--- src/rtl/tick_gated_logic_unit.sv ---
// tick_gated_logic_unit
//   Programmable-period clock-enable tick generator. On each tick, samples two
//   operand buses and applies a bitwise operation or a wrapping accumulate.
//
// state | meaning
// ------+----------------------------------------------------------
// IDLE  | counter held at 0, no ticks; leaves on en=1
// RUN   | counts 0..R-1, pulses po_tick on wrap, reloads the ratio
//
// Ports:
//   clk        system clock, rising edge
//   rst        asynchronous, active-high reset
//   en         run request (1 = RUN, 0 = IDLE)
//   div_ratio  tick period in clk cycles, 0 treated as 1
//   op_mode    00 AND, 01 OR, 10 XOR, 11 accumulate po_c + (pi_a & pi_b)
//   clr        synchronous clear of po_c, wins over a simultaneous sample
//   pi_a/pi_b  operands
//   po_tick    one-cycle registered clock-enable pulse
//   po_c       registered result
//   po_valid   high the cycle po_c holds a newly sampled value
//   po_busy    high while in RUN
module tick_gated_logic_unit #(
    parameter int WIDTH = 8,
    parameter int DIV_W = 16
) (
    input  logic             clk,
    input  logic             rst,
    input  logic             en,
    input  logic [DIV_W-1:0] div_ratio,
    input  logic [1:0]       op_mode,
    input  logic             clr,
    input  logic [WIDTH-1:0] pi_a,
    input  logic [WIDTH-1:0] pi_b,
    output logic             po_tick,
    output logic [WIDTH-1:0] po_c,
    output logic             po_valid,
    output logic             po_busy
);

    typedef enum logic {
        IDLE = 1'b0,
        RUN  = 1'b1
    } state_t;

    localparam logic [DIV_W-1:0] ONE = DIV_W'(1);

    state_t           state;
    state_t           state_nxt;
    logic [DIV_W-1:0] cnt;
    logic [DIV_W-1:0] cnt_nxt;
    logic [DIV_W-1:0] active_ratio;
    logic [DIV_W-1:0] ratio_nxt;
    logic [DIV_W-1:0] r_last;
    logic             tick_nxt;
    logic [WIDTH-1:0] result;

    // The ratio in use is latched at entry and at each wrap, so a mid-period
    // change to div_ratio only shapes the following period.
    assign r_last = ((active_ratio == '0) ? ONE : active_ratio) - ONE;

    always_comb begin
        state_nxt = state;
        cnt_nxt   = cnt;
        ratio_nxt = active_ratio;
        tick_nxt  = 1'b0;
        case (state)
            IDLE: begin
                cnt_nxt = '0;
                if (en) begin
                    state_nxt = RUN;
                    ratio_nxt = div_ratio;
                end
            end
            RUN: begin
                if (!en) begin
                    state_nxt = IDLE;
                    cnt_nxt   = '0;
                end else if (cnt == r_last) begin
                    cnt_nxt   = '0;
                    tick_nxt  = 1'b1;
                    ratio_nxt = div_ratio;
                end else begin
                    cnt_nxt = cnt + ONE;
                end
            end
            default: begin
                state_nxt = IDLE;
                cnt_nxt   = '0;
            end
        endcase
    end

    always_comb begin
        result = '0;
        case (op_mode)
            2'b00:   result = pi_a & pi_b;
            2'b01:   result = pi_a | pi_b;
            2'b10:   result = pi_a ^ pi_b;
            default: result = po_c + (pi_a & pi_b);
        endcase
    end

    always_ff @(posedge clk or posedge rst) begin
        if (rst) begin
            state        <= IDLE;
            cnt          <= '0;
            active_ratio <= '0;
            po_tick      <= 1'b0;
        end else begin
            state        <= state_nxt;
            cnt          <= cnt_nxt;
            active_ratio <= ratio_nxt;
            po_tick      <= tick_nxt;
        end
    end

    // A registered tick is consumed regardless of en at the same edge.
    always_ff @(posedge clk or posedge rst) begin
        if (rst) begin
            po_c     <= '0;
            po_valid <= 1'b0;
        end else if (clr) begin
            po_c     <= '0;
            po_valid <= 1'b0;
        end else if (po_tick) begin
            po_c     <= result;
            po_valid <= 1'b1;
        end else begin
            po_valid <= 1'b0;
        end
    end

    assign po_busy = (state == RUN);

endmodule

--- config.mk ---
export PLATFORM = sky130hd
export DESIGN_NAME = tick_gated_logic_unit
export DESIGN_NICKNAME = d
export VERILOG_FILES = /design/src/rtl/tick_gated_logic_unit.sv
export SDC_FILE = /design/constraint.sdc
export NUM_CORES = 1
export LEC_CHECK = 0
export BUFFER_PORTS_ARGS = -buffer_cell sky130_fd_sc_hd__buf_2
export CORE_MARGIN = 1
export CORE_UTILIZATION = 40
export CTS_CLUSTER_DIAMETER = 30
export DETAILED_ROUTE_END_ITERATION = 10
export SLEW_MARGIN = 20
export SYNTH_ARGS = -nofsm -noshare
export SYNTH_HDL_FRONTEND = slang
export SYNTH_SLANG_ARGS = --single-unit
--- constraint.sdc ---
create_clock -name clk -period 3.7 [get_ports clk]
set_clock_uncertainty 0.15 [all_clocks]
set_input_delay 0.37 -clock clk [delete_from_list [all_inputs] [get_ports clk]]
set_output_delay 0.37 -clock clk [all_outputs]
set_load 0.02 [all_outputs]
==> reports/results.env <==
NUM_IO_PINS=49
HOLD_CLASS='input pin to async pin'
NUMPLACEDINSTANCES=568
TRITONCTS.NUM_BUFFERS=5
SYNTHESIS.AREA_PER_INSTANCE_UM2=8.427
DRT_ITER0_MARKERS=161
HTREEDEPTH=2
SWITCHING_POWER_mW=0.3993
CRITICALPATHCATEGORY='register to register'
CLKTRANSATPATHREGS_NS=0.09
PLACER_CONGESTION_ESTIMATE=0.8175
CLOCK_INSERTION_DELAY_WORST_SKEW_NS=0.31
LAYOUT.CELLS.MOST_COMMON_LIST='nor2_1, buf_2, dfrtp_1'
SHARE_OF_FINAL_LAYOUT_STANDARD_CELLS_STRONGER_THAN_DRIVE_STRENGTH_1_PCT=25.73
WORST_SETUP_PATH_END_KIND='register'
FINALHOLDVIOLCOUNT=0
WL_PER_CELL_UM=15.12
SHARE_OF_ASYNC_SETTABLE_OR_ASYNC_RESETTABLE_FLOPS_AFTER_SYNTHESIS_PCT=100.0
MAX_FREQ_GHz=0.2730
DIODES=0
DIE_X_UM=95.50
GRT_PASS1_WL_MM=14.25
POWER_DENSITY_mW_PER_MM2=288.6
CRITPATHREQUIREDTIME_NS=3.75
INITIAL_CORE_UTIL_PCT=41.93
FIN_CRIT_NS=3.663
PLACE_HPWL_MM=6.488
PLACEDINSTANCEAREA_MM2=0.003939
COREAREA_MM2=0.008341
ROUTED_VIA_DENSITY=5.443
POST_SYNTHESIS_CELL_COUNT=415
CLOCK-ROOT-BUFFER='clkbuf_8'
ROW_COUNT=33
PWR-SHARE-SEQ_PCT=43.5
SYNTH_FLOP_CELL='dfrtp_1'
CLK_PATH_BUF_DEPTH=2
WORST_R2R_PATH_DEPTH=13
INTERNAL-POWER_mW=0.7974
POWER.SWITCHING_FRACTION_PCT=33.37
MAX_CAP_VIOLS=0
NUMBER_OF_ANTENNA_VIOLATIONS_AT_THE_FIRST_CHECK_IN_GLOBAL_ROUTING=0
NUMCLOCKSINKS=43
DP_SLACK_NS=0.04923
CTS_HOLD_FIX_BUFS=0
GR-USAGE-ALL-LAYERS_PCT=20.32
LEAKAGEPOWER_nW=1.919
HOLD_SLACK_NS=0.04092
SYNTH.LIB_CELLS_USED.DISTINCT=57
MAX-VDD-IR-DROP_mV=0.1393
FINISH.NET_COUNT=541
COUNT_OF_BUFFERS_INSERTED_AT_THE_TOP_LEVEL_PORTS=48
RESULT_OF_THE_RUN='finished, final reports clean'
WORSTMARGINPINSLEW_NS=0.8844
SETUP_VIOL=0
FINALMAXSLEWVIOLATIONS=0
CLOCK_TREE_FROM_TRITONCTS='yes'
MOST_COMMON_CELL_AFTER_LAYOUT_FILL_AND_TAPS_ASIDE='nor2_1'
N_FILL_CELL=814
SYN-CELL-AREA_MM2=0.003497
FINAL.PERIOD_UTILIZATION_PCT=99.00
CRITICAL_PATH_PEAK_FANOUT=8
PWR-SHARE-CLK_PCT=27.5
WORST_R2R_STARTPOINT='active_ratio[4]'
SLEW_HEADROOM_PCT=39.51
AREA_GROWTH_PCT=18.57
GRT_PASS1_VIAS=2967
POWER_FRAC_COMB_PCT=29.1
GRT_REMAINING_OVERFLOW=0
STARTPOINT_TYPE='register'
YOSYS_REGISTER_BITS=43
GRT_MAX_DEGREE=44
DIE_H_UM=95.50
DRTPASS1ITERATIONS=4
VIAS=3173
SYNTH_SEQ_AREA_SHARE_PCT=30.77
CRITICAL_PATH.STARTPOINT='active_ratio[4]'
ANTENNA_VIOLATING_NETS_LEFT=0
FINAL_CRITICAL_PATH_SETUP_SLACK_NS=0.03685
YS_WARN_COUNT=0
DIEAREA_MM2=0.009120
GRT_SETUP_UNREPAIRED='true'
POST_LAYOUT_NONFILLER_INSTANCES=583
DRT_DRC_VIOLATIONS_LEFT=0
SYNTH-EDFF-COUNT=0
DRT_WL_TOTAL_MM=8.815
RRSETUPSLACK_NS=0.04
FINAL_CELL_AREA_MM2=0.004146
SYNTH_NETS=479
CRITICAL_PATH_ARRIVAL_NS=3.71
-- metal layers --
layer  global-route usage (%)  share of wire (%)  wire (µm)
met2                    31.49                 45       3941
met1                    29.69                 50       4376
met3                    2.791                4.6        409
met5                        0                  0          0
met4                    4.975                1.0         88
-- Yosys cell counts, types with 2 or more instances --
cell,instances,area (µm²)
nor2_1,65,244.0
dfrtp_1,43,1076
nand2_1,40,150.1
inv_1,31,116.4
ha_1,25,312.8
xnor2_1,23,201.4
nand3_1,14,70.07
a31oi_1,13,81.33
o21ai_0,13,65.06
a21oi_1,12,60.06
clkbuf_1,12,45.04
and3_1,11,68.82
xor2_1,11,96.34
o21ai_2,10,87.58
mux2i_1,6,60.06
nor4_1,6,37.54
buf_2,5,25.02
nor3_1,5,25.02
a32oi_1,4,35.03
mux4_2,4,90.09
nand2b_1,4,25.02
nand4_1,4,25.02
a211oi_1,3,22.52
a311oi_1,3,26.28
nor2b_1,3,18.77
or3_1,3,18.77
a21o_1,2,15.01
nor3_2,2,20.02
nor3b_1,2,15.01
o2111ai_1,2,17.52
o21bai_1,2,15.01
o221ai_1,2,17.52
o31ai_1,2,15.01
or2_2,2,12.51
or3b_2,2,17.52
or4_1,2,15.01
or4_4,2,22.52
-- layout make-up --
| type | instances | area (µm²) | area share (%) |
|---|---|---|---|
| multi-input combinational | 321 | 2250 | 54.25 |
| clock buffer | 6 | 82.58 | 1.992 |
| sequential | 43 | 1077 | 25.98 |
| tap | 105 | 131.4 | 3.168 |
| clock inverter | 2 | 16.27 | 0.3923 |
| inverter | 31 | 116.4 | 2.806 |
| timing repair buffer | 75 | 473.0 | 11.41 |
-- power by group through the flow --
stage | combinational, mW | sequential [mW] | clock, mW
2_1_floorplan | 0.221 | 0.527 | 0
5_1_grt | 0.388 | 0.524 | 0.353
3_5_place_dp | 0.330 | 0.529 | 0
3_3_place_gp | 0.324 | 0.528 | 0
6_report | 0.348 | 0.520 | 0.329
4_1_cts | 0.332 | 0.519 | 0.332
-- flip-flops by register name (all words and copies together), names as in the netlist --
register	cells
active_ratio	16
cnt	16
po_busy	1
po_c	8
po_tick	1
po_valid	1
-- metrics by stage --
| stage | total power, mW | TNS, ns | utilization [%] |
|---|---|---|---|
| floorplan | 0.7481 | -1.736 | - |
| global placement | 0.8514 | 0 | 47.22 |
| detailed placement | 0.8589 | 0 | 47.22 |
| CTS | 1.183 | 0 | 48.41 |
| global route | 1.265 | -2.319 | 49.71 |
| finish | 1.197 | 0 | 49.71 |
-- worst paths after layout --
path / end
hold reg to reg: po_c[3]
min in group clk: active_ratio[3]
max in group asynchronous: active_ratio[5]
setup reg to reg: active_ratio[4]
setup / recovery: active_ratio[4]
hold / removal: cnt[0]
-- critical path: stages (launching register included) --
cell and delay, ns:
dfrtp_1 0.42, nor4_4 0.31, nand4_1 0.17, nor4_2 0.34, nor2_1 0.09, ha_1 0.30, xor2_1 0.15, o211ai_1 0.09
or3_1 0.33, or4_4 0.44, a211oi_4 0.22, and4_4 0.31, clkbuf_16 0.18, o21ai_2 0.06
-- timing repair --
item	in CTS	in global routing
setup endpoints to repair	0	33
gates resized for setup	0	13
buffers inserted	0	5
-- logic make-up after synthesis --
kind of cell	share of synthesized area (%)
and+or+nand+nor	24.51
AOI/OAI and AO/OA	15.99
xor gates and xnor gates	8.515
buffers and inverters	6.404
adders and majority gates	9.517
muxes	4.294
DFF	30.77
Note: power is estimated with default switching activity, not from simulation.
